**config.mk**
```make
export PLATFORM = sky130hd
export DESIGN_NAME = player_life_manager
export DESIGN_NICKNAME = d
export VERILOG_FILES = /design/src/rtl/game_pkg.sv /design/src/rtl/player_life_manager_frame_timer.sv /design/src/rtl/player_life_manager.sv
export SDC_FILE = /design/constraint.sdc
export NUM_CORES = 1
export LEC_CHECK = 0
export CORE_MARGIN = 2
export CORE_UTILIZATION = 53
export DETAILED_ROUTE_END_ITERATION = 7
export PLACE_DENSITY = 0.77
export SLEW_MARGIN = 30
export SYNTH_ARGS = -nofsm -noshare
export SYNTH_HDL_FRONTEND = slang
export SYNTH_SLANG_ARGS = --single-unit
```
**constraint.sdc**
```tcl
create_clock -name clk -period 2.08 [get_ports clk]
set_input_delay 0.312 -clock clk [delete_from_list [all_inputs] [get_ports clk]]
set_output_delay 0.312 -clock clk [all_outputs]
set_load 0.02 [all_outputs]
```
**src/rtl/game_pkg.sv**
```systemverilog
// Shared game definitions: player life FSM encoding, lives width and default frame timings.
package game_pkg;

  typedef enum logic [2:0] {
    IDLE      = 3'd0,
    PLAY      = 3'd1,
    DYING     = 3'd2,
    INVULN    = 3'd3,
    GAME_OVER = 3'd4
  } life_state_t;

  localparam int LIVES_W           = 3;
  localparam int DEF_INIT_LIVES    = 3;
  localparam int DEF_DEATH_FRAMES  = 30;
  localparam int DEF_INVULN_FRAMES = 60;
  localparam int DEF_BLINK_FRAMES  = 4;

  function automatic int max_int(input int a, input int b);
    return (a > b) ? a : b;
  endfunction

  // Bits needed to hold values 0..v inclusive.
  function automatic int bits_for(input int v);
    return (v < 1) ? 1 : $clog2(v + 1);
  endfunction

endpackage

```
**src/rtl/player_life_manager_frame_timer.sv**
```systemverilog
// Frame-granular down counter: loads on demand, decrements once per startOfFrame, saturates at 0.
module frame_timer #(
  parameter int W = 6
) (
  input  logic         clk,
  input  logic         resetN,
  input  logic         load,
  input  logic [W-1:0] load_val,
  input  logic         startOfFrame,
  output logic [W-1:0] count,
  output logic         last_frame
);

  logic [W-1:0] count_r;

  // Counter register; a load in the same cycle as startOfFrame takes priority over the decrement.
  always_ff @(posedge clk or negedge resetN) begin
    if (!resetN) begin
      count_r <= '0;
    end else if (load) begin
      count_r <= load_val;
    end else if (startOfFrame && (count_r != W'(0))) begin
      count_r <= count_r - W'(1);
    end else begin
      count_r <= count_r;
    end
  end

  assign count      = count_r;
  assign last_frame = startOfFrame && (count_r == W'(1));

endmodule

```
**src/rtl/player_life_manager.sv**
```systemverilog
// Player life FSM: turns collision pulses into lives, death freeze, blinking invulnerability and game over.
module player_life_manager
  import game_pkg::*;
#(
  parameter int INIT_LIVES    = DEF_INIT_LIVES,
  parameter int DEATH_FRAMES  = DEF_DEATH_FRAMES,
  parameter int INVULN_FRAMES = DEF_INVULN_FRAMES,
  parameter int BLINK_FRAMES  = DEF_BLINK_FRAMES
) (
  input  logic               clk,
  input  logic               resetN,
  input  logic               startOfFrame,
  input  logic               hit_blast,
  input  logic               hit_enemy,
  input  logic               start_game,
  output logic [LIVES_W-1:0] lives,
  output logic               life_lost,
  output logic               player_freeze,
  output logic               player_visible,
  output logic               game_over,
  output logic [2:0]         game_state
);

  localparam int TIMER_W = bits_for(max_int(DEATH_FRAMES, INVULN_FRAMES));
  localparam int BLINK_W = bits_for(BLINK_FRAMES);

  life_state_t        state_r, state_n_s;
  logic [LIVES_W-1:0] lives_r, lives_n_s;
  logic               life_lost_r, life_lost_n_s;
  logic               freeze_r, freeze_n_s;
  logic               visible_r, visible_n_s;
  logic               game_over_r, game_over_n_s;
  logic [BLINK_W-1:0] blink_r, blink_n_s, blink_inc_s;

  logic               hit_s;
  logic               timer_load_s;
  logic [TIMER_W-1:0] timer_load_val_s;
  logic [TIMER_W-1:0] timer_count_s;
  logic               timer_last_s;

  assign hit_s       = hit_blast | hit_enemy;
  assign blink_inc_s = blink_r + BLINK_W'(1);

  frame_timer #(
    .W(TIMER_W)
  ) u_timer (
    .clk         (clk),
    .resetN      (resetN),
    .load        (timer_load_s),
    .load_val    (timer_load_val_s),
    .startOfFrame(startOfFrame),
    .count       (timer_count_s),
    .last_frame  (timer_last_s)
  );

  // State, lives, blink counter and output flags are all registered together.
  always_ff @(posedge clk or negedge resetN) begin
    if (!resetN) begin
      state_r     <= IDLE;
      lives_r     <= '0;
      life_lost_r <= 1'b0;
      freeze_r    <= 1'b1;
      visible_r   <= 1'b0;
      game_over_r <= 1'b0;
      blink_r     <= '0;
    end else begin
      state_r     <= state_n_s;
      lives_r     <= lives_n_s;
      life_lost_r <= life_lost_n_s;
      freeze_r    <= freeze_n_s;
      visible_r   <= visible_n_s;
      game_over_r <= game_over_n_s;
      blink_r     <= blink_n_s;
    end
  end

  // Next state plus the flag values that belong to the state being entered.
  always_comb begin
    state_n_s        = state_r;
    lives_n_s        = lives_r;
    life_lost_n_s    = 1'b0;
    freeze_n_s       = freeze_r;
    visible_n_s      = visible_r;
    game_over_n_s    = 1'b0;
    blink_n_s        = blink_r;
    timer_load_s     = 1'b0;
    timer_load_val_s = '0;

    case (state_r)
      IDLE, GAME_OVER: begin
        if (start_game) begin
          state_n_s   = PLAY;
          lives_n_s   = LIVES_W'(INIT_LIVES);
          freeze_n_s  = 1'b0;
          visible_n_s = 1'b1;
        end else begin
          lives_n_s     = (state_r == GAME_OVER) ? LIVES_W'(0) : lives_r;
          freeze_n_s    = 1'b1;
          visible_n_s   = 1'b0;
          game_over_n_s = (state_r == GAME_OVER);
        end
      end

      PLAY: begin
        if (hit_s) begin
          life_lost_n_s = 1'b1;
          lives_n_s     = lives_r - LIVES_W'(1);
          freeze_n_s    = 1'b1;
          if (lives_r == LIVES_W'(1)) begin
            state_n_s     = GAME_OVER;
            visible_n_s   = 1'b0;
            game_over_n_s = 1'b1;
          end else begin
            state_n_s        = DYING;
            visible_n_s      = 1'b1;
            timer_load_s     = 1'b1;
            timer_load_val_s = TIMER_W'(DEATH_FRAMES);
          end
        end else begin
          freeze_n_s  = 1'b0;
          visible_n_s = 1'b1;
        end
      end

      DYING: begin
        if (timer_last_s) begin
          state_n_s        = INVULN;
          timer_load_s     = 1'b1;
          timer_load_val_s = TIMER_W'(INVULN_FRAMES);
          blink_n_s        = '0;
          freeze_n_s       = 1'b0;
          visible_n_s      = 1'b0;
        end else begin
          freeze_n_s  = 1'b1;
          visible_n_s = 1'b1;
        end
      end

      INVULN: begin
        freeze_n_s = 1'b0;
        if (timer_last_s) begin
          state_n_s   = PLAY;
          visible_n_s = 1'b1;
        end else if (startOfFrame) begin
          if (blink_inc_s == BLINK_W'(BLINK_FRAMES)) begin
            blink_n_s   = '0;
            visible_n_s = ~visible_r;
          end else begin
            blink_n_s = blink_inc_s;
          end
        end else begin
          visible_n_s = visible_r;
        end
      end

      default: begin
        state_n_s   = IDLE;
        lives_n_s   = '0;
        freeze_n_s  = 1'b1;
        visible_n_s = 1'b0;
        blink_n_s   = '0;
      end
    endcase
  end

  assign lives          = lives_r;
  assign life_lost      = life_lost_r;
  assign player_freeze  = freeze_r;
  assign player_visible = visible_r;
  assign game_over      = game_over_r;
  assign game_state     = state_r;

endmodule

```
* After elaboration in Yosys (flattened, before gate mapping)
Cells that the tools add are included.
** Word-level totals
- Register bits :: 19
- Input port bits :: 6
- Output and inout bits :: 10
- Logic and storage cells :: 83
** Operators by class
- Add/subtract/negate cells :: 3
- Eq/ne operators :: 16
- Mux-type cells :: 40
- Bitwise operators :: 4
- Reduce and logical (&&, ||, !) cells :: 12
** Operator list (count)
- 2-to-1 mux 3 bit :: 12
- 2-to-1 mux 6 bit :: 3
- one-hot mux 3 bit (3 select lines) :: 2
- 2-to-1 mux 1 bit :: 15
- != test 2 bit, second input constant :: 6
- one-hot mux 3 bit (4 select lines) :: 1
- one-hot mux 6 bit (2 select lines) :: 1
- 2-to-1 mux 5 bit :: 2
- != test 3 bit, second input constant :: 3
- one-hot mux 1 bit (4 select lines) :: 2
- AND reduction 4 bit :: 2
- equality test 3 x 1 -> 1 bit, second input constant :: 2
- equality test 3 x 2 -> 1 bit, second input constant :: 2
- equality test 3 bit, second input constant :: 2
- equality test 6 x 1 -> 1 bit, second input constant :: 1
- nonzero test 6 bit :: 1
- subtractor 6 x 1 -> 6 bit, second input constant :: 1
- one-hot mux 1 bit (2 select lines) :: 2
- OR reduction 2 bit :: 2
- adder 3 x 1 -> 3 bit, second input constant :: 1
- zero test 3 bit :: 1
- inverter 1 bit :: 3
- AND reduction 3 bit :: 1
- OR reduction 3 bit :: 1
- 5 further kinds :: 6

* Longest topological paths before layout
- Depth after elaboration :: 6
- Gate-level depth with buffers :: 7
- Depth with buffers taken out :: 6

* By module
Synthesis repeated with hierarchy kept, for this count alone.
** Second synthesis, totals
- Cell total of the unflattened synthesis :: 131
- Area total of the unflattened synthesis :: 1212.4 um^2
** By module, submodules not included
- player_life_manager :: times used 1, cells each 84, area an instance 787.0 um^2, seq. area each 326.6 um^2
- frame_timer :: times used 1, cells each 47, area an instance 425.4 um^2, seq. area each 150.1 um^2

* Worst setup path after synthesis
OpenSTA, ideal clock, no wires.
- Path kind :: flip-flop to flip-flop
- Start :: reg u_timer.count_r[1] (netlist: u_timer.count[1])
- End :: reg blink_r[0]
- Library setup time :: 0.125 ns
- Arrival :: 1.800 ns
- Data required time :: 1.955 ns
- Setup slack :: 0.155 ns
- Stages on the path, launching flop included :: 8
- Buffers on the path :: 1
- Period minus slack after synthesis :: 1.925 ns
- Cells stage by stage :: dfrtp_1 -> inv_1 -> ha_1 -> nand4bb_1 -> clkbuf_1 -> or4b_4 -> nand3_1 -> mux2_2
** Between the ends
- Longest elaborated chain between the ends :: 4
- Elaborated cells on any way between the ends :: 5
- Those cells by class :: eq/ne (3); reduce/logical (2)
** Ends and longest elaborated chain
- from (decl) :: line player_life_manager_frame_timer.sv:14 : logic [W-1:0] count_r;
- from (signal assigned) :: line player_life_manager_frame_timer.sv:21 : count_r <= load_val;
- from (signal assigned) :: line player_life_manager_frame_timer.sv:23 : count_r <= count_r - W'(1);
- from (signal assigned) :: line player_life_manager_frame_timer.sv:25 : count_r <= count_r;
- equality test 6 x 1 -> 1 bit * :: line player_life_manager_frame_timer.sv:30 : assign last_frame = startOfFrame && (count_r == W'(1));
- logical AND 1 bit * :: line player_life_manager_frame_timer.sv:30
- != test 2 bit (no source line)
- AND reduction 4 bit (no source line) *
- to (signal assigned) :: line player_life_manager.sv:73 : blink_r <= blink_n_s;
- to (decl) :: line player_life_manager.sv:33 : logic [BLINK_W-1:0] blink_r, blink_n_s, blink_inc_s;
Every way passes the cells marked *; elsewhere a longest branch is shown, timed or not.
A chain may end at the register's enable or synchronous reset.

* Worst setup path in the final report
Ends and elaborated chain as after synthesis.

==> metrics.md <==
| Metric | Value |
|---|---|
| Status | finished, final reports clean |
| Psw | 0.809 mW |
| R2R depth | 6 |
| Post-cts hold buffer count | 0 |
| Unrepaired setup endpoints after global routing | false |
| Critical path buffer and inverter count | 1 |
| Final Max Slew Viols | 0 |
| Finished layout cell area | ~1400 µm² |
| Most frequent cells after synthesis | dfrtp_1 (18), o21ai_0 (11), nor2_1 (10) |
| Initial antenna violation count | 0 |
| Row Count | 17 |
| Die Height | 51.3 µm |
| Mapped Nets | 140 |
| Hold Path Class | in -> async |
| Tmin final | 1.95 ns |
| Nets | 162 |
| Post-synth top area cell | dfrtp_1 |
| DRC errors left | 0 |
| Total grt overflow | 0 |
| TritonCTS Buffers | 3 |
| Worst path required time | 2.27 ns |
| I/O pins | 16 |
| Comb power frac | 0.532 |
| Unique cell type count in the Yosys netlist | 47 |
| WP data arrival | 2.14 ns |
| Port Buf Inserts | 15 |
| DR vias/cell | 5.95 |
| Critical path depth | 6 |
| Vias in the first global route | slightly above 1000 |
| First-pass GRT wire length | 4770 µm |
| All-Layer GR Usage | 0.242 |
| Inst Count DP | around 170 |
| DR vias | 1047 |
| Die ar. | around 2600 µm² |
| Flop2flop setup slack | between 0.1 and 0.15 ns |
| CTS sink cnt | 19 |
| Worst Setup SP | u_timer.count[1] |
| Final hold violation count | 0 |
| Layout Cells excl Fill | 176 |
| Critical path class | reg -> reg |
| Clock Skews | roughly 0.013 ns |
| Sequential area share after synthesis | 0.402 |
| Max Fclk | 0.512 GHz |
| Async S/R FF share, synth | 1.00 |
| Met2 WL | 1310 µm |
| Sequential Power Share | 0.365 |
| Share of layout cells above drive strength 1 | 0.149 |
| Share of total power in the clock network | 0.103 |
| Final WL | 2730 µm |
| Crit end category | register |
| Clock Path Buffers | 2 |
| Total setup buffers inserted after CTS | 0 |
| Slowest cell on the critical path | or4b_4 |
| H-tree Lvls | 1 |
| CTS tree | yes |
| Yosys reg bits | 19 |
| Slew Limit Headroom | 0.668 |
| Cell area after synthesis | around 1200 µm² |
| Worst-path maximum fanout | 4 |
| Cell area after placement | 1410 µm² |
| Clk slew on worst S/H paths | 0.12 ns |
| Routed length on met1 | approximately 1300 µm |
| Yosys top cell area share | 0.380 |
| Routability cong. | 0.882 |
| Worst path cell trace | inv_2, ha_1, nand4bb_1, or4b_4, nand3_1, mux2_2 |
| Root buf cell | clkbuf_4 |
| Worst Tran Pin Value | 0.493 ns |
| Drt pass-1 iters | 4 |
| Pleak | 0.620 nW |
| Synth Flop Type | dfrtp_1 |
| Drt first-iter violations | 23 |
| Worst path max stage delay | between 0.5 and 0.6 ns |
| Worst vdd rail ir drop | 0.788 mV |
| Final setup viols | 0 |
| Largest net degree at the start of global routing | 19 |
| Number of diodes | 0 |
| Tcrit/Tclk final | 0.939 |
| Delay-heaviest family, CP | simple AND/OR/NAND/NOR gates |
| Worst skew pair latency | 0.31 ns |
| Internal cell power | 1.07 mW |
| Area growth from synthesis to layout | 21.0% |
| Setup crit end | blink_r[0] |
| Met3 WL | roughly 120 µm |
| Remaining antenna violation count after routing | 0 |
| Number of flops mapped to enable cells by yosys | 0 |
| Syn_area_per_cell | 9.34 µm² |
| Net Sw Frac | 0.432 |
| Area contributors post-synth | dfrtp_1 (38%), ha_1 (7.4%), o21ai_0 (4.6%) |
| Core area | 2170 µm² |
| Post-detail-place hpwl | 1980 µm |
| MaxCap Viol Count | 0 |
| Initial Util | 0.547 |
| WL per Instance | 15.5 µm |
| Reg2Reg Launch Point | u_timer.count[1] |
| Synth Instances | around 130 |
| Yosys warns | 0 |
| Top sig layer | met4 |
| Dominant cell by count in the synthesized netlist | dfrtp_1 |
| Chip width | 51.3 µm |
| RR Endpoint | blink_r[0] |
| Ratio of total power to cell area | 1310 nW/µm² |
| Crit start category | register |
==> worst min path at each step <==
stage / start / cells after the start / slack (ns) / endpoint
finish: resetN / 1 / 0.31 / game_state[1]
global route: resetN / 1 / 0.35 / game_state[1]
CTS: resetN / 1 / 0.33 / game_state[1]
detailed placement: lives[1] / 2 / 0.52 / lives[1]
global placement: lives[1] / 2 / 0.50 / lives[1]
floorplan: resetN / 0 / 0.02 / blink_r[0]
==> worst register-to-register path: stages (launching register included) <==
cell       delay [ns]
dfrtp_1          0.43
inv_2            0.10
ha_1             0.15
nand4bb_1        0.14
or4b_4           0.54
nand3_1          0.13
mux2_2           0.35
==> registers in the layout (all words and copies together) (netlist names) <==
signal and cells:
player_visible 1, u_timer.count 6, player_freeze 1, game_over 1
lives 3, blink_r 3, game_state 3, life_lost 1
==> cell type report <==
class | count | area (µm²)
timing repair buffer | 23 | 210
sequential | 19 | 477
multi-input combinational | 93 | 652
fill | 203 | 734
clock inverter | 1 | 5.00
inverter | 9 | 33.8
tap | 28 | 35.0
clock buffer | 3 | 22.5
==> cells in the final DEF, fill, tap and decap left out, drive strengths merged, types with 3 or more instances in the layout <==
| master | instances |
|---|---|
| dfrtp | 18 |
| inv | 9 |
| nand2 | 3 |
| nor2 | 10 |
| a31oi | 4 |
| nand3 | 3 |
| and3 | 3 |
| nor3 | 3 |
| clkbuf | 3 |
| ha | 7 |
| mux2 | 3 |
| clkdlybuf4s50 | 15 |
| o31a | 3 |
| a21oi | 5 |
| o21ai | 11 |
| buf | 8 |
| nand2b | 4 |
==> stage by stage <==
| step | power (mW) | setup WS (ns) | setup TNS [ns] | hold WS (ns) | utilization |
|---|---|---|---|---|---|
| floorplan | 1.32 | 0.155 | 0 | 0.0164 | - |
| global placement | 1.63 | 0.0668 | 0 | 0.498 | 0.649 |
| detailed placement | 1.67 | -0.0366 | -0.0621 | 0.515 | 0.649 |
| CTS | 1.87 | 0.0879 | 0 | 0.331 | 0.661 |
| global route | 2.02 | 0.0368 | 0 | 0.348 | 0.661 |
| finish | 1.88 | 0.126 | 0 | 0.313 | 0.661 |
==> power groups by stage <==
stage | clock, mW | combinational, mW | sequential, mW
6_report | 0.194 | 0.997 | 0.684
2_1_floorplan | 0 | 0.602 | 0.721
3_3_place_gp | 0 | 0.964 | 0.669
3_5_place_dp | 0 | 0.990 | 0.681
4_1_cts | 0.197 | 0.999 | 0.678
5_1_grt | 0.211 | 1.11 | 0.702
==> cell families after synthesis <==
logic type | synth area share
fa+ha+maj | 0.0738
simple gates | 0.206
buf+inv | 0.0485
flops | 0.402
xor+xnor | 0.0148
mux | 0.0285
compound gates | 0.227
==> what timing repair did <==
action                     in CTS  in global routing
hold endpoints to repair        0                  0
setup endpoints to repair       0                  2
gates resized for setup         0                  1
==> layer usage <==
layer / global-route usage / up-vias
met5: 0 / -
met4: 0.0921 / 0
met3: 0.0322 / 5
met2: 0.385 / 34
met1: 0.338 / 497
li1: - / 511
No activity file was read; power rests on OpenSTA's default activity.
